$ cat src/rtl/reservation_station.sv
// Reservation station feeding one execution unit. Entries form a compacting,
// age-ordered queue (index 0 oldest); operands are captured from the writeback bus.
`ifndef DataWidth
`define DataWidth 32
`endif
`ifndef RobDepth
`define RobDepth 16
`endif

module reservation_station #(
  parameter int DATA      = `DataWidth,
  parameter int ROB_DEPTH = `RobDepth,
  parameter int RS_DEPTH  = 4,
  parameter int OP        = 8,
  localparam int ROB      = $clog2(ROB_DEPTH)
) (
  input  logic            clk,
  input  logic            reset_,
  input  logic            flush_,
  input  logic            issue_e_,
  input  logic [ROB-1:0]  issue_rob_id,
  input  logic [OP-1:0]   issue_op,
  input  logic [DATA-1:0] data1,
  input  logic            data1_e_,
  input  logic [ROB-1:0]  tag1,
  input  logic [DATA-1:0] data2,
  input  logic            data2_e_,
  input  logic [ROB-1:0]  tag2,
  input  logic            wb_e_,
  input  logic [ROB-1:0]  wb_rob_id,
  input  logic [DATA-1:0] wb_data,
  input  logic            exe_busy,
  output logic            full,
  output logic            exe_e_,
  output logic [ROB-1:0]  exe_rob_id,
  output logic [OP-1:0]   exe_op,
  output logic [DATA-1:0] exe_data1,
  output logic [DATA-1:0] exe_data2
);

  localparam int IW = (RS_DEPTH > 1) ? $clog2(RS_DEPTH) : 1;
  localparam int CW = $clog2(RS_DEPTH + 1);

  typedef struct packed {
    logic [ROB-1:0]  robId;
    logic [OP-1:0]   op;
    logic [DATA-1:0] val1;
    logic            rdy1;
    logic [ROB-1:0]  tag1;
    logic [DATA-1:0] val2;
    logic            rdy2;
    logic [ROB-1:0]  tag2;
  } entry_t;

  entry_t        entries_q [RS_DEPTH];
  entry_t        entries_d [RS_DEPTH];
  entry_t        woken     [RS_DEPTH];
  entry_t        newEntry;
  logic [CW-1:0] count_q;
  logic [CW-1:0] count_d;
  logic [CW-1:0] slot;
  logic [IW-1:0] selIdx;
  logic          selFound;
  logic          accept;
  logic          depart;
  logic          wbHit;
  logic          newHit1;
  logic          newHit2;

  // Entry validity is implied by position: indices below count are occupied.
  assign full   = (count_q == CW'(RS_DEPTH));
  assign wbHit  = !wb_e_;
  assign accept = !issue_e_ && !full;

  // Oldest ready entry wins; descending scan lets the lowest index overwrite.
  always_comb begin
    selFound = 1'b0;
    selIdx   = '0;
    for (int i = RS_DEPTH - 1; i >= 0; i--) begin
      if (CW'(i) < count_q && entries_q[i].rdy1 && entries_q[i].rdy2) begin
        selFound = 1'b1;
        selIdx   = IW'(i);
      end
    end
  end

  assign depart = selFound && !exe_busy;

  assign newHit1 = data1_e_ && wbHit && (tag1 == wb_rob_id);
  assign newHit2 = data2_e_ && wbHit && (tag2 == wb_rob_id);

  always_comb begin
    newEntry.robId = issue_rob_id;
    newEntry.op    = issue_op;
    newEntry.val1  = newHit1 ? wb_data : data1;
    newEntry.rdy1  = !data1_e_ || newHit1;
    newEntry.tag1  = tag1;
    newEntry.val2  = newHit2 ? wb_data : data2;
    newEntry.rdy2  = !data2_e_ || newHit2;
    newEntry.tag2  = tag2;
  end

  // Wakeup first, then compaction over the woken copies, then the dispatch write.
  always_comb begin
    for (int i = 0; i < RS_DEPTH; i++) begin
      woken[i] = entries_q[i];
      if (wbHit && !entries_q[i].rdy1 && entries_q[i].tag1 == wb_rob_id) begin
        woken[i].val1 = wb_data;
        woken[i].rdy1 = 1'b1;
      end
      if (wbHit && !entries_q[i].rdy2 && entries_q[i].tag2 == wb_rob_id) begin
        woken[i].val2 = wb_data;
        woken[i].rdy2 = 1'b1;
      end
      entries_d[i] = woken[i];
    end
    for (int i = 0; i < RS_DEPTH - 1; i++) begin
      if (depart && IW'(i) >= selIdx) begin
        entries_d[i] = woken[i + 1];
      end
    end
    slot = depart ? (count_q - CW'(1)) : count_q;
    if (accept) begin
      for (int i = 0; i < RS_DEPTH; i++) begin
        if (CW'(i) == slot) begin
          entries_d[i] = newEntry;
        end
      end
    end
    count_d = count_q + CW'(accept) - CW'(depart);
  end

  always_ff @(posedge clk or negedge reset_) begin
    if (!reset_) begin
      count_q    <= '0;
      exe_e_     <= 1'b1;
      exe_rob_id <= '0;
      exe_op     <= '0;
      exe_data1  <= '0;
      exe_data2  <= '0;
      for (int i = 0; i < RS_DEPTH; i++) begin
        entries_q[i] <= '0;
      end
    end else if (!flush_) begin
      count_q <= '0;
      exe_e_  <= 1'b1;
    end else begin
      count_q <= count_d;
      for (int i = 0; i < RS_DEPTH; i++) begin
        entries_q[i] <= entries_d[i];
      end
      if (!exe_busy) begin
        if (selFound) begin
          exe_e_     <= 1'b0;
          exe_rob_id <= entries_q[selIdx].robId;
          exe_op     <= entries_q[selIdx].op;
          exe_data1  <= entries_q[selIdx].val1;
          exe_data2  <= entries_q[selIdx].val2;
        end else begin
          exe_e_ <= 1'b1;
        end
      end
    end
  end

endmodule

$ cat config.mk
export PLATFORM = sky130hd
export DESIGN_NAME = reservation_station
export DESIGN_NICKNAME = d
export VERILOG_FILES = /design/src/rtl/reservation_station.sv
export SDC_FILE = /design/constraint.sdc
export NUM_CORES = 2
export LEC_CHECK = 0
export CORE_MARGIN = 10
export CORE_UTILIZATION = 50
export DETAILED_ROUTE_END_ITERATION = 10
export PLACE_DENSITY = 0.8
export RECOVER_POWER = 50
export SYNTH_ARGS = -nofsm -noshare
export SYNTH_HDL_FRONTEND = slang
export SYNTH_SLANG_ARGS = --single-unit
$ cat constraint.sdc
create_clock -name clk -period 2.8 [get_ports clk]
set_input_delay 0.7 -clock clk [delete_from_list [all_inputs] [get_ports clk]]
set_output_delay 0.7 -clock clk [all_outputs]
set_load 0.05 [all_outputs]
After elaboration in Yosys (flattened, before gate mapping)
Index checks and enable logic that the tools add are counted.
{"block": "totals", "elab_cells": 152, "ff_bits": 424, "out_inout_bits": 78}
{"block": "classes", "magnitude_cmp": 8, "reduce_logical": 52, "bitwise": 2, "add_sub_neg": 3, "muxes": 34, "eq_ne": 15}
{"operator": "86-bit two-way mux", "n": 9}
{"operator": "344-bit two-way mux", "n": 1}
{"operator": "33-bit two-way mux", "n": 8}
{"operator": "86-bit binary-select mux with 2-bit select", "n": 1}
{"operator": "32-bit two-way mux", "n": 2}
{"operator": "4-bit == test", "n": 10}
{"operator": "1-bit logical AND", "n": 33}
{"operator": "1-bit zero test", "n": 14}
{"operator": "2-bit two-way mux", "n": 4}
{"operator": "1-bit two-way mux", "n": 7}
{"operator": "2-bit by 3-bit == test with 1-bit output, first input constant", "n": 2}
{"operator": "1-bit by 3-bit less-than comparator with 1-bit output, first input constant", "n": 2}
{"operator": "2-bit by 3-bit less-than comparator with 1-bit output, first input constant", "n": 2}
{"operator": "3-bit two-way mux", "n": 2}
{"operator": "3-bit AND reduction", "n": 2}
{"operator": "1-bit by 2-bit >= comparator with 1-bit output, first input constant", "n": 2}
{"operator": "3-bit by 1-bit adder with 3-bit output", "n": 1}
{"operator": "1-bit by 3-bit == test with 1-bit output, first input constant", "n": 1}
{"operator": "3-bit == test, second input constant", "n": 1}
{"operator": "3-bit >= comparator, second input constant", "n": 1}
{"operator": "3-bit zero test", "n": 1}
{"operator": "2-bit inverter with 3-bit output", "n": 1}
{"operator": "3-bit by 1-bit subtractor with 3-bit output", "n": 1}
{"operator": "3-bit by 1-bit subtractor with 3-bit output, second input constant", "n": 1}
{"operator": "4 further kinds", "n": 5}

Longest topological paths before layout
{"block": "depth", "word_depth": 12, "depth_mapped": 12}

Least setup slack after synthesis
No wires, ideal clock.
{"block": "synth_timing", "path_type": "register -> register", "startpoint": "reg count_q[0]", "endpoint": "reg entries_q[10] (netlist name)", "slack_ns": 0.118, "period_less_slack_ns": 2.682, "t_arrival_ns": 2.556, "path_stages_with_launch": 13, "required_time_ns": 2.674, "cell_sequence": "dfrtp_1 buf_2 inv_1 ha_1 and2_1 or2_1 buf_1 nor2_1 o21ai_2 and2_1 buf_2 buf_6 a221o_1"}
{"item": "start, declared", "line": "59", "rtl": "logic [CW-1:0] count_q;"}
{"item": "start signal, assigned", "line": "148", "rtl": "count_q <= count_d;"}
{"item": "3-bit == test", "line": "71", "rtl": "assign full = (count_q == CW'(RS_DEPTH));"}
{"item": "named net full", "line": "33", "rtl": "output logic full,"}
{"item": "1-bit zero test", "line": "73", "rtl": "assign accept = !issue_e_ && !full;"}
{"item": "1-bit logical AND", "line": "73"}
{"item": "344-bit two-way mux", "line": "123", "rtl": "if (accept) begin"}
{"item": "end signal, assigned by index", "line": "150", "rtl": "entries_q[i] <= entries_d[i];"}
{"item": "end, declared", "line": "55", "rtl": "entry_t entries_q [RS_DEPTH];"}
The timed path passes the listed nets, and every way through them passes these cells.
A chain may end at the register's enable or synchronous reset.

Worst setup path in the final report
{"block": "layout_timing", "startpoint": "reg count_q[0]", "endpoint": "reg entries_q[301] (netlist name)"}
{"block": "layout_between", "elab_chain_len": 12}
{"item": "2-bit by 3-bit less-than comparator with 1-bit output", "line": "80", "rtl": "if (CW'(i) < count_q && entries_q[i].rdy1 && entries_q[i].rdy2) begin"}
{"item": "1-bit logical AND (2 in a row)", "line": "80"}
{"item": "2-bit two-way mux / 1-bit two-way mux (equally long branches) (4 in a row)", "line": "80"}
{"item": "1-bit by 2-bit >= comparator with 1-bit output / 1-bit logical AND (equally long branches)", "line": "118, 87"}
{"item": "1-bit logical AND / 3-bit two-way mux (equally long branches)", "line": "118, 122"}
{"item": "86-bit two-way mux / 3-bit zero test (equally long branches)", "line": "118, 125"}
{"item": "86-bit two-way mux", "line": "125", "rtl": "if (CW'(i) == slot) begin"}
{"item": "344-bit two-way mux (*)", "line": "123"}
Mark *: on every way between the ends. The rest lies on a longest branch, timed or not.

==> results.ini <==
[run_status]
status=finished, final reports clean

[pwr]
power_density_mw_per_mm2=1170
p_leak_uw=0.0132
p_int_uw=20500
clkPwrFrac=0.190
seqPwrFrac=0.316
pwr-share-comb=0.494
netSwitchingFraction=0.422
ir_worst_vdd_v=0.000600
p_sw_uw=15000

[floorplanning]
ios=206
start_util=0.508
dieHeight_um=241
row_count=80
die_area_sq_mm=0.0581
core_sq_mm=0.0480
fp.dieW_um=241

[finish]
drive_above_1_share=0.135
multi_input_area_sq_mm=0.0123
nets=2815
diodes=0
syn2layout_area_growth_pct=23.9
fillers=3737
stdcell_count=3332
ff_latch_area_sq_mm=0.0106

[place]
io_buffers=205
dp_slack_ns=-0.309
place.gp.congestion=0.932
hpwl_mm=60.8
place_inst=3245

[yosys]
syn-num-nets=2630
avgSynthCellArea_sq_um=9.79
ys_warn_count=0
ys_seq_area_frac=0.435
yosysTopAreaCell=dfrtp_1
synth.top_cell.area_share=0.434
synth_edf_count=0
synth_cells=2494
ys_ff_latch=424
ys_types=72
yosysMostFrequentCell=dfrtp_1
netlist_area_sq_mm=0.0244
ys_async_sr_fraction=1.00
synth_commonest_cells=423 x dfrtp_1, 385 x o221ai_1, 280 x nand2_1
synth_area_leaders=dfrtp_1 43%, o221ai_1 14%, mux2i_1 7.7%, nand2_1 4.3%, clkbuf_1 2.7%
synth_flop_cell=dfrtp_1

[clocking]
cts_tree=yes
htree_levels=2
numClockSinks=424
root_buffer=clkbuf_16
clkTransAtPathRegs_ns=0.06
cts_buffers=47
postCtsSetupRepairBufs=0
cts_max_path_buffers=3
worstSkewPairLatency_ns=0.61
holdBufCountCts=0

[timing]
rsz0062_at_grt=no
fmax_ghz=0.362
slew_violations=0
fin_tns_setup_ns=0
fin_crit_ns=2.76
min_period_over_period=0.986
skew_ns=0.0187
setup_viol_count_final=0
relSlewSlack=0.0639
hold_viol_final=0
worst_slack_ns=0.0380
worst_slew_pin_slew_ns=1.40

[routing]
route.detailed.drc=0
drt-total-wl_mm=96.7
viasPerCell=7.40
ant_nets=0
wire_per_inst_um=29.0
dr.first_iter.drc_count=3766
firstDrtPassIters=10
via_count=24642

[critical_path]
path_max_fanout=33
crit_type=reg2reg
worstSetupEndpointType=flip-flop
crit_path_start_kind=flip-flop
arrival_ns=3.21
worstPathRequired_ns=3.24

[min_path]
min_path_type=in2async

[job]
maxCapViolations=0

[grt]
grt_max_degree=90
grt_pass1_wl_mm=148
antenna_found_initial=3
first_global_vias=25217
grt_util_all_layers=0.326
grt_overflow_total=0

[sequential cells by signal, indices dropped and copies added, names as in the netlist]
register / count
count_q: 3
entries_q: 344
exe_data1: 32
exe_data2: 32
exe_e_: 1
exe_op: 8
exe_rob_id: 4
[through the flow]
step                       util  hold WS (ns)  instance area [sq um]  total power, uW
after global routing      0.629         0.489                  30200            37000
after detailed placement  0.596         0.472                  28600            28300
after global placement    0.596         0.471                  28600            27500
after floorplan               -         0.404                  24400            22100
final                     0.629         0.408                  30200            35500
after CTS                 0.631        0.0169                  30300            35100
[kinds of logic after synthesis]
kind of cell               synth area share
AOI/OAI and AO/OA                     0.268
xor gates and xnor gates             0.0129
adders and majority gates           0.00441
buffers and inverters                0.0695
DFF                                   0.435
muxes                                0.0860
and+or+nand+nor                       0.125
[area by class of cell]
type / count / share of cell area
multi-input cells: 1679 / 0.407
clock buffers: 71 / 0.0456
repair buffers: 422 / 0.149
flip-flops and latches: 424 / 0.351
well taps: 615 / 0.0254
inverters: 105 / 0.0133
clock inverters: 16 / 0.00902
[routing by layer]
metal  vias to the layer above  part of all wire  track usage  wire (um)
li1                      10048                 -            -          -
met1                     11893              0.35        0.393      34100
met2                      2196              0.44        0.499      42500
met3                       503              0.14        0.108      14000
met4                         2             0.064        0.199       6150
met5                         -           0.00013            0         13
[cell usage in the layout, fill, tap and decap left out, types with 41 or more instances in the layout]
| master | Yosys | routed |
|---|---|---|
| or3_1 | 67 | 66 |
| mux2i_1 | 188 | 185 |
| clkdlybuf4s50_1 | 0 | 172 |
| nor2_1 | 62 | 62 |
| buf_4 | 10 | 140 |
| o22a_1 | 63 | 63 |
| clkbuf_16 | 0 | 48 |
| dfrtp_1 | 423 | 423 |
| a222oi_1 | 41 | 41 |
| buf_12 | 0 | 68 |
| nand2b_1 | 71 | 71 |
| nor3_1 | 91 | 91 |
| o21ai_0 | 86 | 86 |
| nand3_1 | 43 | 42 |
| nand2_1 | 280 | 277 |
| inv_1 | 104 | 104 |
| o221ai_1 | 385 | 385 |
[critical path: stages (launching register included)]
cell and delay (ns):
dfrtp_1 0.47, ha_1 0.23, nor2b_2 0.20, o32a_4 0.43, a21oi_1 0.26, a221o_2 0.27, buf_4 0.46, o221ai_1 0.26
[power groups by stage]
stage                     Sequential [uW]  Combinational [uW]  Clock, uW
after global placement              11000               16600          0
final                               11200               17500       6740
after detailed placement            11200               17100          0
after CTS                           11100               17200       6740
after floorplan                     11900               10100          0
after global routing                11500               18500       7010
[repair_timing]
action                     CTS  global route
hold endpoints to repair     0             0
pin swaps                    0             0
resized for setup            1             4
setup endpoints to repair    8            84
[worst paths after layout]
kind / from / to / slack [ns] / depth (start not counted)
min reg2reg: exe_data2[8] / exe_data2[8] / 0.48 / 2
max in group asynchronous: reset_ / entries_q[148] / 0.41 / 3
max reg2reg: count_q[0] / entries_q[301] / 0.04 / 7
min in group clk: exe_data2[8] / exe_data2[8] / 0.48 / 2
max: count_q[0] / entries_q[301] / 0.04 / 7
min: reset_ / exe_data2[7] / 0.41 / 1
(Power assumes the default switching activity.)
